$ cat src/rtl/parking_pkg.sv
// rtl/parking_pkg.sv - shared widths and queue-select encodings for the parking record queue
package parking_pkg;
  localparam int DATA_W = 8;
  localparam int DEPTH  = 4;
  localparam int PTR_W  = $clog2(DEPTH);
  localparam int CNT_W  = PTR_W + 1;

  localparam logic SEL_P = 1'b0;
  localparam logic SEL_Q = 1'b1;
endpackage

$ cat src/rtl/record_fifo.sv
// rtl/record_fifo.sv - circular-buffer record queue; head is presented on dout, popped on the clock edge
module record_fifo
  import parking_pkg::*;
(
  input  logic              clock,
  input  logic              reset,
  input  logic              push,
  input  logic              pop,
  input  logic [DATA_W-1:0] din,
  output logic [DATA_W-1:0] dout,
  output logic [CNT_W-1:0]  count,
  output logic              full,
  output logic              empty
);

  logic [DATA_W-1:0] mem [DEPTH];
  logic [PTR_W-1:0]  wr_ptr;
  logic [PTR_W-1:0]  rd_ptr;

  // Callers only push when a slot is free or a pop frees one in the same cycle
  always_ff @(posedge clock) begin
    if (push) begin
      mem[wr_ptr] <= din;
    end
  end

  always_ff @(posedge clock or posedge reset) begin
    if (reset) begin
      wr_ptr <= '0;
      rd_ptr <= '0;
      count  <= '0;
    end else begin
      if (push) begin
        wr_ptr <= wr_ptr + PTR_W'(1);
      end
      if (pop) begin
        rd_ptr <= rd_ptr + PTR_W'(1);
      end
      case ({push, pop})
        2'b10:   count <= count + CNT_W'(1);
        2'b01:   count <= count - CNT_W'(1);
        default: count <= count;
      endcase
    end
  end

  assign dout  = mem[rd_ptr];
  assign full  = (count == CNT_W'(DEPTH));
  assign empty = (count == '0);

endmodule

$ cat src/rtl/parking_record_queue.sv
// rtl/parking_record_queue.sv - edge-detected capture of controller records into queues P and Q with a read port
module parking_record_queue
  import parking_pkg::*;
(
  input  logic              clock,
  input  logic              reset,
  input  logic [DATA_W-1:0] data_in,
  input  logic              enable_p,
  input  logic              enable_q,
  input  logic              rd_req,
  input  logic              rd_sel,
  input  logic              clear_err,
  output logic [DATA_W-1:0] rd_data,
  output logic              rd_valid,
  output logic [CNT_W-1:0]  count_p,
  output logic [CNT_W-1:0]  count_q,
  output logic              full_p,
  output logic              full_q,
  output logic              empty_p,
  output logic              empty_q,
  output logic              overflow,
  output logic              underflow,
  output logic              collision
);

  logic              enable_p_d;
  logic              enable_q_d;
  logic              rise_p;
  logic              rise_q;
  logic              wr_p;
  logic              wr_q;
  logic              rd_p;
  logic              rd_q;
  logic              push_p;
  logic              push_q;
  logic              overflow_evt;
  logic              underflow_evt;
  logic              collision_evt;
  logic [DATA_W-1:0] dout_p;
  logic [DATA_W-1:0] dout_q;

  assign rise_p = enable_p & ~enable_p_d;
  assign rise_q = enable_q & ~enable_q_d;

  // P wins a simultaneous rise; the Q record is dropped and flagged
  assign wr_p          = rise_p;
  assign wr_q          = rise_q & ~rise_p;
  assign collision_evt = rise_p & rise_q;

  assign rd_p = rd_req & (rd_sel == SEL_P) & ~empty_p;
  assign rd_q = rd_req & (rd_sel == SEL_Q) & ~empty_q;

  // A same-cycle pop of a full queue frees the slot the write lands in
  assign push_p = wr_p & (~full_p | rd_p);
  assign push_q = wr_q & (~full_q | rd_q);

  assign overflow_evt  = (wr_p & full_p & ~rd_p) | (wr_q & full_q & ~rd_q);
  assign underflow_evt = rd_req & ((rd_sel == SEL_P) ? empty_p : empty_q);

  record_fifo u_fifo_p (
    .clock (clock),
    .reset (reset),
    .push  (push_p),
    .pop   (rd_p),
    .din   (data_in),
    .dout  (dout_p),
    .count (count_p),
    .full  (full_p),
    .empty (empty_p)
  );

  record_fifo u_fifo_q (
    .clock (clock),
    .reset (reset),
    .push  (push_q),
    .pop   (rd_q),
    .din   (data_in),
    .dout  (dout_q),
    .count (count_q),
    .full  (full_q),
    .empty (empty_q)
  );

  always_ff @(posedge clock or posedge reset) begin
    if (reset) begin
      enable_p_d <= 1'b0;
      enable_q_d <= 1'b0;
      rd_valid   <= 1'b0;
      rd_data    <= '0;
    end else begin
      enable_p_d <= enable_p;
      enable_q_d <= enable_q;
      rd_valid   <= rd_p | rd_q;
      if (rd_p) begin
        rd_data <= dout_p;
      end else if (rd_q) begin
        rd_data <= dout_q;
      end
    end
  end

  // New errors take priority over a same-cycle clear
  always_ff @(posedge clock or posedge reset) begin
    if (reset) begin
      overflow  <= 1'b0;
      underflow <= 1'b0;
      collision <= 1'b0;
    end else begin
      if (overflow_evt) begin
        overflow <= 1'b1;
      end else if (clear_err) begin
        overflow <= 1'b0;
      end
      if (underflow_evt) begin
        underflow <= 1'b1;
      end else if (clear_err) begin
        underflow <= 1'b0;
      end
      if (collision_evt) begin
        collision <= 1'b1;
      end else if (clear_err) begin
        collision <= 1'b0;
      end
    end
  end

endmodule

$ cat config.mk
export PLATFORM = sky130hd
export DESIGN_NAME = parking_record_queue
export DESIGN_NICKNAME = d
export VERILOG_FILES = /design/src/rtl/parking_pkg.sv /design/src/rtl/record_fifo.sv /design/src/rtl/parking_record_queue.sv
export SDC_FILE = /design/constraint.sdc
export NUM_CORES = 1
export LEC_CHECK = 0
export ABC_AREA = 0
export BUFFER_PORTS_ARGS = -buffer_cell sky130_fd_sc_hd__buf_2
export CORE_MARGIN = 3
export CORE_UTILIZATION = 50
export CTS_CLUSTER_SIZE = 25
export DETAILED_ROUTE_END_ITERATION = 7
export PLACE_DENSITY = 0.81
export SYNTH_ARGS = -nofsm -noshare
export SYNTH_HDL_FRONTEND = slang
export SYNTH_SLANG_ARGS = --single-unit
$ cat constraint.sdc
create_clock -name clock -period 2.05 [get_ports clock]
set_input_delay 0.1025 -clock clock [delete_from_list [all_inputs] [get_ports clock]]
set_output_delay 0.1025 -clock clock [all_outputs]
set_load 0.005 [all_outputs]
# ---- Yosys cells after proc, flatten, opt, wreduce, memory -nomap -nowiden
# Memory sizes are Yosys's and may differ from the RTL's.
# Index checks and enable logic that the tools add are counted.
dict set report word_totals {
  ff_bits 28
  mem_bits_rw 64
  inputBits 15
  elab_cells 79
  mem_count 2
}
dict set report op_classes {
  n_addsub 8
  n_eq_ne 6
  mux 13
  bitwise 29
  n_reduce_logical 8
}
# memory words word_bits read_ports rd_ports_with_merged_regs wr line
set mem_list {}
lappend mem_list {u_fifo_p.mem 4 8 1 0 1 record_fifo.sv:16} ;# logic [DATA_W-1:0] mem [DEPTH];
lappend mem_list {u_fifo_q.mem 4 8 1 0 1 record_fifo.sv:16}
# operator count
set op_table {}
lappend op_table {{two-way mux 8 bit} 2}
lappend op_table {{AND 1 bit} 15}
lappend op_table {{case mux 3 bit (2 select lines)} 2}
lappend op_table {{nonzero test 2 bit} 6}
lappend op_table {{NOT 1 bit} 10}
lappend op_table {{two-way mux 1 bit} 9}
lappend op_table {{adder 2 x 1 -> 2 bit (second input constant)} 4}
lappend op_table {{adder 3 x 1 -> 3 bit (second input constant)} 2}
lappend op_table {{== test 3 bit (second input constant)} 2}
lappend op_table {{zero test 3 bit} 2}
lappend op_table {{subtractor 3 x 1 -> 3 bit (second input constant)} 2}
lappend op_table {{== test 2 x 1 -> 1 bit (second input constant)} 2}
lappend op_table {{== test 2 bit (second input constant)} 2}
lappend op_table {{bitwise OR 1 bit} 4}

# ---- Logic depth before layout (Yosys ltp)
# Gate-level depths: netlist (run 1).
dict set report depth {
  word_depth 8
  mapped_depth 9
  mapped_depth_nobuf 8
}

# ---- Modules after synthesis
# Synthesis (run 1) repeated with hierarchy kept, for this count alone.
dict set report unflattened {
  hier_cells 222
  hier_area_um2 3784.9
}
# module n_inst cells_per_inst area_each_um2
set by_module_without_submodules {}
lappend by_module_without_submodules {record_fifo 2 79 1556.5}
lappend by_module_without_submodules {parking_record_queue 1 64 671.9}

# ---- Least setup slack after synthesis (run 1)
# OpenSTA, ideal clock, no wires.
dict set report synth_timing {
  path_type {register to register}
  from {register u_fifo_p.count[0]}
  to {register u_fifo_p.count[2]}
  setup_time_ps 126
  arrival_time_ps 2137
  slack_ps -213
  stages_incl_launch_ff 9
  synth_period_minus_slack_ps 2263
  path_cell_list {dfrtp_1 > or3_4 > inv_1 > nor2_1 > buf_6 > nand2_1 > fa_1 > or3_4 > a311o_1}
}
dict set report synth_between {
  elab_chain_cells 7
  word_cells_on_any_way 13
}
# item line
set synth_rtl {}
lappend synth_rtl {{start, declared} record_fifo.sv:11} ;# output logic [CNT_W-1:0] count,
lappend synth_rtl {{start signal, assigned} record_fifo.sv:40} ;# 2'b10: count <= count + CNT_W'(1);
lappend synth_rtl {{start signal, assigned} record_fifo.sv:41} ;# 2'b01: count <= count - CNT_W'(1);
lappend synth_rtl {{start signal, assigned} record_fifo.sv:42} ;# default: count <= count;
lappend synth_rtl {{zero test 3 bit *} record_fifo.sv:49} ;# assign empty = (count == '0);
lappend synth_rtl {{net empty_p} parking_record_queue.sv:19} ;# output logic empty_p,
lappend synth_rtl {{NOT 1 bit *} parking_record_queue.sv:50} ;# assign rd_p = rd_req & (rd_sel == SEL_P) & ~empty_p;
lappend synth_rtl {{AND 1 bit *} parking_record_queue.sv:50}
lappend synth_rtl {{bitwise OR 1 bit} parking_record_queue.sv:54} ;# assign push_p = wr_p & (~full_p | rd_p);
lappend synth_rtl {{AND 1 bit} parking_record_queue.sv:54}
lappend synth_rtl {{== test 2 x 1 -> 1 bit or == test 2 bit (tied branches)} record_fifo.sv:39} ;# case ({push, pop})
lappend synth_rtl {{case mux 3 bit (2 select lines) or nonzero test 2 bit (tied branches)} n/a}
# The timed path passes the listed nets; every way through them passes the cells marked *.
# A chain may end at the register's enable or synchronous reset.

# ---- Worst setup path in the final report (run 1)
dict set report layout_timing {
  from {register u_fifo_p.count[0]}
  to {register u_fifo_p.count[2]}
}
dict set report layout_between {
  elab_chain_cells 7
  word_cells_on_any_way 13
}
# item line
set layout_rtl {}
lappend layout_rtl {{zero test 3 bit} record_fifo.sv:49}
lappend layout_rtl {{NOT 1 bit} parking_record_queue.sv:50}
lappend layout_rtl {{AND 1 bit} parking_record_queue.sv:50}
lappend layout_rtl {{bitwise OR 1 bit} parking_record_queue.sv:54}
lappend layout_rtl {{AND 1 bit} parking_record_queue.sv:54}
lappend layout_rtl {{== test 2 x 1 -> 1 bit or == test 2 bit (tied branches)} record_fifo.sv:39}
lappend layout_rtl {{case mux 3 bit (2 select lines) or nonzero test 2 bit (tied branches)} n/a}
# Parallel ways exist; a longest one is shown, timed or not.

==> results of run 1 <==
-- worst max-delay path: stages, from the launching register on --
cell     delay (ps)
dfrtp_2         370
or3_4           140
inv_2            40
nor2_2          130
nand2_2          70
fa_2            390
or3_4           340
a311o_1         320
-- synthesized netlist by cell type, types with 5 or more instances --
library cell,instances
nand2_1,27
inv_1,13
buf_2,5
xnor2_1,6
dfrtp_1,28
a21oi_1,5
ha_1,8
a22oi_1,8
nand3_1,5
edfxtp_1,64
and2_1,9
mux4_2,16
-- power breakdown --
part | internal (mW) | total (mW) | switching (mW)
logic | 0.920 | 1.79 | 0.871
clock network | 0.727 | 1.33 | 0.607
registers | 2.35 | 2.60 | 0.247
total | 4.00 | 5.73 | 1.73
-- cell families (layout without fill, tap and decap cells) --
logic type	after synthesis	after routing	share of synthesized area, %
flip-flops	92	92	67.1
multiplexers	18	18	9.80
buffers and inverters	22	92	2.66
AND/OR/NAND/NOR	65	65	8.67
XOR/XNOR	8	8	1.79
adder cells (fa/ha/maj)	10	10	3.59
AO/OA/AOI/OAI	33	33	6.40
-- final cells by class --
| type | count | area share [%] |
|---|---|---|
| clock buffers | 11 | 3.07 |
| clock inverters | 5 | 1.82 |
| inverters | 13 | 1.06 |
| multi-input cells | 134 | 26.0 |
| flip-flops and latches | 92 | 56.9 |
| well taps | 99 | 2.69 |
| repair buffers | 63 | 8.47 |
-- metal layers --
| metal | global-route usage, % | vias to the layer above | part of all wire, % |
|---|---|---|---|
| met5 | 0 | - | 0 |
| met4 | 5.90 | 0 | 2.0 |
| met3 | 5.02 | 10 | 7.4 |
| met2 | 30.5 | 75 | 51 |
| met1 | 23.0 | 1116 | 40 |
| li1 | - | 1070 | - |
-- worst paths after layout --
kind / end / slack, ps / cells past startpoint / from
hold / removal: overflow / 0.9 / 2 / clear_err
min in group asynchronous: u_fifo_p.wr_ptr[1] / 290 / 3 / reset
setup reg to reg: u_fifo_p.count[2] / 140 / 7 / u_fifo_p.count[0]
setup / recovery: u_fifo_p.count[2] / 140 / 7 / u_fifo_p.count[0]
hold reg to reg: rd_data[1] / 470 / 2 / rd_data[1]
max in group asynchronous: u_fifo_p.count[0] / 1230 / 4 / reset
-- sequential cells by signal, summed over array words and instances (netlist names), 3 cells and up --
| signal | flops |
|---|---|
| u_fifo_q.mem | 32 |
| u_fifo_q.count | 3 |
| u_fifo_p.mem | 32 |
| u_fifo_p.count | 3 |
| rd_data | 8 |
-- metrics by stage --
stage / cell area (µm²) / hold slack [ps] / std cells
floorplan: 3920 / 134 / 248
global placement: 4350 / 120 / 398
detailed placement: 4350 / 124 / 398
CTS: 4600 / 1.87 / 417
global route: 4610 / 20.8 / 417
finish: 4610 / 0.944 / 417
-- timing repair --
item | 4_1_cts | 5_1_grt
resized for setup | 0 | 2
hold endpoints to repair | 11 | 0
hold buffers | 3 | 0
setup endpoints to repair | 0 | 1
==> reports/metrics.cfg, run 1 <==
[status]
status = finished clean

[clock_network]
clock_sinks = 92
root_buffer = clkbuf_8
numCtsBuffers = 9
cts_tree = yes
cts_max_level = 3
cts_setup_buffers = 0
path_clk_slew_ps = 90
clockBufferDepth = 2
insertion_delay_ps = 350

[die]
die-area_um2 = 8910
initial_core_util_pct = 52.8
die_h_um = 94.4
io_pins = 37
core_area_um2 = 7410
die_x_um = 94.4
fp-row-count = 31

[logic_synthesis]
synth_top_area_share_pct = 49.2
synth-edff-count = 64
avgSynthCellArea_um2 = 15.8
async_flop_share_pct = 30.4
ys_ff_latch = 92
synth_top_area_cell = edfxtp_1
yosysUniqueCellTypes = 45
netlist_area_um2 = 3910
synthCells = 248
yosysSeqAreaShare_pct = 67.1
synth_flop_cell = edfxtp_1
synthTopCellsByArea = edfxtp_1 (49%), dfrtp_1 (18%), mux4_2 (9.2%)
yosysWarnings = 0
syn-num-nets = 273

[route]
dr.pass1.iters = 4
antenna_left = 0
detail_route.wl_per_cell_um = 17.6
num_vias = 2271
viasPerCell = 5.45
drt-initial-drc-count = 150
wl_um = 7320
drcViolationCount = 0

[timing]
setup_tns_ps = 0
finalSetupViolations = 0
fin_skew_ps = 11.9
worst_pin_slew_ps = 492
max_freq_mhz = 523
setup_slack_ps = 137
slew_headroom_pct = 67.2
period_minus_slack_ps = 1910
min_period_over_period_pct = 93.3
hold_viol_final = 0
maxSlewViolCount = 0

[grt]
grt_pass1_wl_um = 11800
antenna_found_initial = 0
grtUsageTotal_pct = 18.2
grt_pass1_vias = 2283
grt_max_degree = 16
grt_overflow = 0

[worst_setup_path]
end_kind = flip-flop
worstSetupPathType = reg -> reg
cp.required_ps = 2290
startpoint_type = flip-flop
crit_fanout = 4
crit_arrival_ps = 2150

[placement]
gp_congestion = 0.884
place_hpwl_um = 5150
io_buffers = 36
dp_worst_setup_slack_ps = 110

[final_layout]
regArea_um2 = 2620
syn_to_final_growth_pct = 18.0
fill_cells = 520
final_core_utilization_pct = 62.2
nets = 338
multi_input_area_um2 = 1200
mostFrequentLayoutCells = edfxtp_1 (64), buf_2 (36), dfrtp_1 (27), nand2_1 (26), buf_4 (24)
antenna_cells = 0
drive_above_1_share_pct = 34.0
layout_commonest_cell = edfxtp_1

[hold_path]
min_path_type = in -> reg

[pwr]
power_density_nw_per_um2 = 1240
ir_drop_uv = 732
power.total_mw = 5.73
p_leak_nw = 1.81

[flow_run]
maxCapViolCount = 0

Note: power is estimated with default switching activity, not from simulation.
==> run 2: changes to the inputs <==
--- a/config.mk
+++ b/config.mk
@@ -7,11 +7,12 @@
 export LEC_CHECK = 0
 export ABC_AREA = 0
 export BUFFER_PORTS_ARGS = -buffer_cell sky130_fd_sc_hd__buf_2
+export CORE_ASPECT_RATIO = 1.75
 export CORE_MARGIN = 3
 export CORE_UTILIZATION = 50
 export CTS_CLUSTER_SIZE = 25
 export DETAILED_ROUTE_END_ITERATION = 7
-export PLACE_DENSITY = 0.81
+export PLACE_DENSITY = 0.75
 export SYNTH_ARGS = -nofsm -noshare
 export SYNTH_HDL_FRONTEND = slang
 export SYNTH_SLANG_ARGS = --single-unit
==> reports/metrics.cfg, run 2 (same netlist as run 1, synthesis figures left out) <==
[timing]
hold_viol_final = 0  ; unchanged
setup_slack_ps = 123  ; -14.3 ps
whs_ps = 9.19  ; +8.25 ps
max_freq_mhz = 519  ; -0.74%
worst_pin_slew_ps = 563  ; +70.9 ps
slew_headroom_pct = 62.5  ; -4.7 points
period_minus_slack_ps = 1930  ; +14.3 ps
maxSlewViolCount = 0  ; unchanged
setup_tns_ps = 0  ; unchanged
finalSetupViolations = 0  ; unchanged
min_period_over_period_pct = 94.0  ; +0.70 points
fin_skew_ps = 5.90  ; -5.97 ps

[die]
die_h_um = 123  ; +30%
die-area_um2 = 8960  ; +0.47%
core_area_um2 = 7570  ; +2.1%
io_pins = 37  ; unchanged
die_x_um = 72.8  ; -23%
fp-row-count = 42  ; +35%
initial_core_util_pct = 51.7  ; -1.1 points

[route]
drcViolationCount = 0  ; unchanged
wl_um = 7950  ; +8.5%
dr.pass1.iters = 4  ; unchanged
num_vias = 2369  ; +4.3%
detail_route.wl_per_cell_um = 19.5  ; +11%
drt-initial-drc-count = 123  ; -18%
antenna_left = 0  ; unchanged
viasPerCell = 5.82  ; +6.9%

[pwr]
power_density_nw_per_um2 = 1290  ; +4.2%
power.total_mw = 6.09  ; +6.3%
ir_drop_uv = 813  ; +11%
p_leak_nw = 1.85  ; +2.7%

[worst_setup_path]
cp_top_family = simple AND/OR/NAND/NOR gates
crit_fanout = 4  ; unchanged
crit_arrival_ps = 2140  ; about the same
path_cells = dlygate4sd3_1 -> buf_2 -> and2b_1 -> nand2_1 -> nand2_1 -> fa_1 -> nor4_2 -> nand3b_1 -> o211ai_1
startpoint_type = input port
cp_common_cell = nand2_1
end_kind = flip-flop
cp.buffers_inverters = 2  ; +1
slowest_stage = dlygate4sd3_1
cp.required_ps = 2270  ; -20 ps
critical-path-max-stage-delay_ps = 530  ; +140 ps
worstSetupPathType = in -> reg

[grt]
grt_pass1_vias = 2416  ; +5.8%
grt_pass1_wl_um = 12900  ; +8.9%
antenna_found_initial = 0  ; unchanged
grt_max_degree = 29  ; +13
grtUsageTotal_pct = 20.2  ; +2.1 points
grt_overflow = 0  ; unchanged

[clock_network]
cts_tree = yes
clock_sinks = 92  ; unchanged
root_buffer = clkbuf_16
numCtsBuffers = 9  ; unchanged
path_clk_slew_ps = 70  ; -20 ps
cts_max_level = 3  ; unchanged
insertion_delay_ps = 340  ; about the same
cts_setup_buffers = 0  ; unchanged
clockBufferDepth = 2  ; unchanged

[final_layout]
final_core_utilization_pct = 62.2  ; about the same
antenna_cells = 0  ; unchanged
stdcell_area_um2 = 4710  ; +2.1%
drive_above_1_share_pct = 34.5  ; +0.52 points
mostFrequentLayoutCells = edfxtp_1 (64), buf_2 (36), dfrtp_1 (27), nand2_1 (26), buf_4 (23)
layout_commonest_cell = edfxtp_1
reg_top3 = u_fifo_p.mem: 32 flops, u_fifo_q.mem: 32 flops, rd_data: 8 flops
nets = 339  ; +0.30%
syn_to_final_growth_pct = 20.4
final_cells = 407  ; -2.4%

[placement]
place_area_um2 = 4370  ; +0.43%
dp_worst_setup_slack_ps = 125  ; +14.1 ps
dp.cells = 388  ; -2.5%
gp_congestion = 0.872  ; -1.3%
place_hpwl_um = 5540  ; +7.6%
io_buffers = 36  ; unchanged

[hold_path]
min_path_type = in -> reg

[flow_run]
maxCapViolCount = 0  ; unchanged

[status]
status = finished clean

[run 2: cell type report]
cell class	count	area, µm²
Clock inverter	7	78.8
Tap cell	88	110
Timing Repair Buffer	64	423
Multi-Input combinational cell	134	1200
Sequential cell	92	2620
Fill cell	564	2860
Inverter	13	48.8
Clock buffer	9	225
[run 2: timing repair]
| item | in CTS | in global routing |
|---|---|---|
| endpoints found under the setup margin | 0 | 1 |
| hold buffers | 3 | 0 |
| hold endpoints to repair | 30 | 0 |
| resized for setup | 0 | 1 |
[run 2: final timing paths]
| path | end | cells after the start | startpoint | slack (ps) |
|---|---|---|---|---|
| worst max-delay path | u_fifo_q.count[2] | 9 | enable_q | 120 |
| worst min-delay path | overflow | 2 | clear_err | 9 |
| worst max register to register | u_fifo_q.count[2] | 6 | u_fifo_q.count[0] | 140 |
| worst min register to register | rd_data[0] | 2 | rd_data[0] | 470 |
| max in group asynchronous | u_fifo_p.count[0] | 4 | reset | 1380 |
| min in group asynchronous | rd_data[4] | 4 | reset | 380 |
[run 2: report_power, final]
part / total [mW] / internal, mW / switching (mW)
logic: 1.80 / 0.915 / 0.889
registers: 2.61 / 2.36 / 0.251
clock network: 1.68 / 0.964 / 0.712
total: 6.09 / 4.24 / 1.85
[run 2: per-layer routing]
layer  up-vias  GRT usage (%)  wire (µm)  part of all wire (%)
met3        14           3.66        395                   5.0
met2        86           34.9       4320                    54
li1       1066              -          -                     -
met1      1203           24.5       3040                    38
met5         -              0          0                     0
met4         0           8.89        183                   2.3
==> run 3: changes to the inputs <==
--- a/config.mk
+++ b/config.mk
@@ -12,6 +12,7 @@
 export CORE_UTILIZATION = 50
 export CTS_CLUSTER_SIZE = 25
 export DETAILED_ROUTE_END_ITERATION = 7
+export GPL_TIMING_DRIVEN = 0
 export PLACE_DENSITY = 0.75
 export SYNTH_ARGS = -nofsm -noshare
 export SYNTH_HDL_FRONTEND = slang
==> reports/metrics.cfg, run 3 (same netlist as run 1, synthesis figures left out) <==
[final_layout]
stdcell_area_um2 = 4610  ; -2.1%
antenna_cells = 0  ; unchanged
syn_to_final_growth_pct = 17.9
drive_above_1_share_pct = 33.9  ; -0.61 points
final_cells = 395  ; -2.9%
final_core_utilization_pct = 60.9  ; -1.3 points
fill_cells = 578  ; +2.5%
nets = 327  ; -3.5%
layout_commonest_cell = edfxtp_1
reg_top3 = u_fifo_p.mem: 32 flops, u_fifo_q.mem: 32 flops, rd_data: 8 flops
mostFrequentLayoutCells = edfxtp_1 (64), buf_2 (39), nand2_1 (25), dfrtp_1 (23), mux4_2 (16)

[clock_network]
path_clk_slew_ps = 70  ; about the same
clock_sinks = 92  ; unchanged
cts_tree = yes
cts_max_level = 3  ; unchanged
numCtsBuffers = 9  ; unchanged
insertion_delay_ps = 340  ; about the same
root_buffer = clkbuf_16
clockBufferDepth = 2  ; unchanged

[route]
num_vias = 2277  ; -3.9%
drcViolationCount = 0  ; unchanged
drt-initial-drc-count = 97  ; -21%
viasPerCell = 5.76  ; -0.96%
wl_um = 7840  ; -1.3%
detail_route.wl_per_cell_um = 19.9  ; +1.7%
dr.pass1.iters = 4  ; unchanged
antenna_left = 0  ; unchanged

[grt]
grtUsageTotal_pct = 19.2  ; -1.1 points
grt_pass1_wl_um = 12200  ; -5.5%
grt_max_degree = 29  ; unchanged
grt_pass1_vias = 2286  ; -5.4%
grt_overflow = 0  ; unchanged
antenna_found_initial = 0  ; unchanged

[timing]
period_minus_slack_ps = 2010  ; +79.6 ps
hold_viol_final = 0  ; unchanged
slew_headroom_pct = 23.8  ; -39 points
fin_skew_ps = 12.0  ; +6.09 ps
min_period_over_period_pct = 97.9  ; +3.9 points
maxSlewViolCount = 0  ; unchanged
max_freq_mhz = 498  ; -4.0%
finalSetupViolations = 0  ; unchanged
setup_slack_ps = 43.6  ; -79.6 ps
worst_pin_slew_ps = 1140  ; +579 ps

[worst_setup_path]
end_kind = flip-flop
r2r-end = u_fifo_p.count[1]
crit_arrival_ps = 2260  ; +120 ps
startpoint_type = flip-flop
slowest_stage = fa_2
cp.required_ps = 2310  ; +40 ps
crit_fanout = 2  ; -2
worstSetupPathType = reg -> reg
path_cells = or3_4 -> inv_4 -> nor2_4 -> buf_6 -> nand2_2 -> fa_2 -> a21oi_2 -> o211ai_1 -> a21oi_1
startpoint = u_fifo_p.count[0]
r2r_start = u_fifo_p.count[0]
ff2ff_path_depth = 9  ; +3
r2r_setup_slack_ps = 40  ; -100 ps
critical-path-max-stage-delay_ps = 450  ; -80 ps

[die]
initial_core_util_pct = 51.7  ; unchanged
die_x_um = 72.8  ; unchanged
io_pins = 37  ; unchanged
die-area_um2 = 8960  ; unchanged
fp-row-count = 42  ; unchanged
core_area_um2 = 7570  ; unchanged
die_h_um = 123  ; unchanged

[pwr]
p_int_mw = 4.15  ; -2.0%
p_sw_mw = 1.82  ; -1.5%
clkPwrFrac_pct = 26.3  ; -1.2 points
combPwrFrac_pct = 30.9  ; +1.3 points
power.total_mw = 5.98  ; -1.8%
switching_share_pct = 30.5  ; +0.12 points
seqPwrFrac_pct = 42.8  ; about the same
ir_drop_uv = 906  ; +12%
p_leak_nw = 1.77  ; -4.8%
power_density_nw_per_um2 = 1300  ; +0.26%

[placement]
dp_worst_setup_slack_ps = -199  ; -323 ps
gp_congestion = 0.836  ; -4.1%
dp.cells = 372  ; -4.1%
place_hpwl_um = 5190  ; -6.3%
io_buffers = 36  ; unchanged
place_area_um2 = 4210  ; -3.6%

[hold_path]
min_path_type = in -> reg
hp-start = data_in[4]
hold_end = u_fifo_q.mem[1][4]
whs_path_depth = 1  ; -1

[flow_run]
maxCapViolCount = 0  ; unchanged

[status]
status = finished clean

-- run 3: worst max-delay path by stage --
stage | end | cells past startpoint
final | u_fifo_p.count[1] | 9
after detailed placement | u_fifo_p.count[2] | 8
after floorplan | u_fifo_p.count[2] | 8
after global placement | u_fifo_p.count[2] | 8
after global routing | u_fifo_p.count[1] | 9
after CTS | u_fifo_q.count[2] | 6
-- run 3: power groups by stage --
stage	clock, mW	combinational (mW)	sequential, mW
3_5_place_dp	0	1.74	2.62
3_3_place_gp	0	1.67	2.60
6_report	1.57	1.85	2.56
2_1_floorplan	0	1.18	2.58
4_1_cts	1.61	1.83	2.56
5_1_grt	1.68	2.05	2.60
-- run 3: area by class of cell --
| type | instances | area (µm²) | area share [%] |
|---|---|---|---|
| Clock inverter | 4 | 30.0 | 0.652 |
| Sequential cell | 92 | 2630 | 57.1 |
| Inverter | 13 | 51.3 | 1.11 |
| Multi-Input combinational cell | 134 | 1220 | 26.6 |
| Tap cell | 88 | 110 | 2.39 |
| Clock buffer | 12 | 258 | 5.59 |
| Timing Repair Buffer | 44 | 248 | 5.38 |
| Buffer | 8 | 56.3 | 1.22 |
-- run 3: critical path: cells and delay by family (launching register included) --
| family | cells | cell delay, ps |
|---|---|---|
| AO/OA/AOI/OAI | 3 | 360 |
| flip-flops | 1 | 410 |
| AND/OR/NAND/NOR | 3 | 510 |
| adder cells (fa/ha/maj) | 1 | 450 |
| buffers and inverters | 2 | 200 |
-- run 3: repair_timing --
| item | 4_1_cts | 5_1_grt |
|---|---|---|
| setup buffers | 4 | 1 |
| pin swaps | 0 | 3 |
| setup endpoints to repair | 3 | 13 |
| hold endpoints to repair | 3 | 0 |
| hold buffers | 3 | 0 |
| resized for setup | 7 | 9 |
| cloned | 0 | 0 |
-- run 3: routing by layer --
metal | up-vias | part of all wire [%] | global-route usage (%)
li1 | 1051 | - | -
met1 | 1147 | 38 | 22.6
met2 | 68 | 54 | 32.2
met3 | 11 | 5.5 | 4.96
met4 | 0 | 2.0 | 9.24
met5 | - | 0 | 0
-- run 3: through the flow --
stage / TNS [ps] / hold slack [ps]
global route: -28.5 / 30.0
CTS: -0.650 / 12.1
floorplan: -22.8 / 134
detailed placement: -482 / 240
finish: 0 / 33.8
global placement: -340 / 235
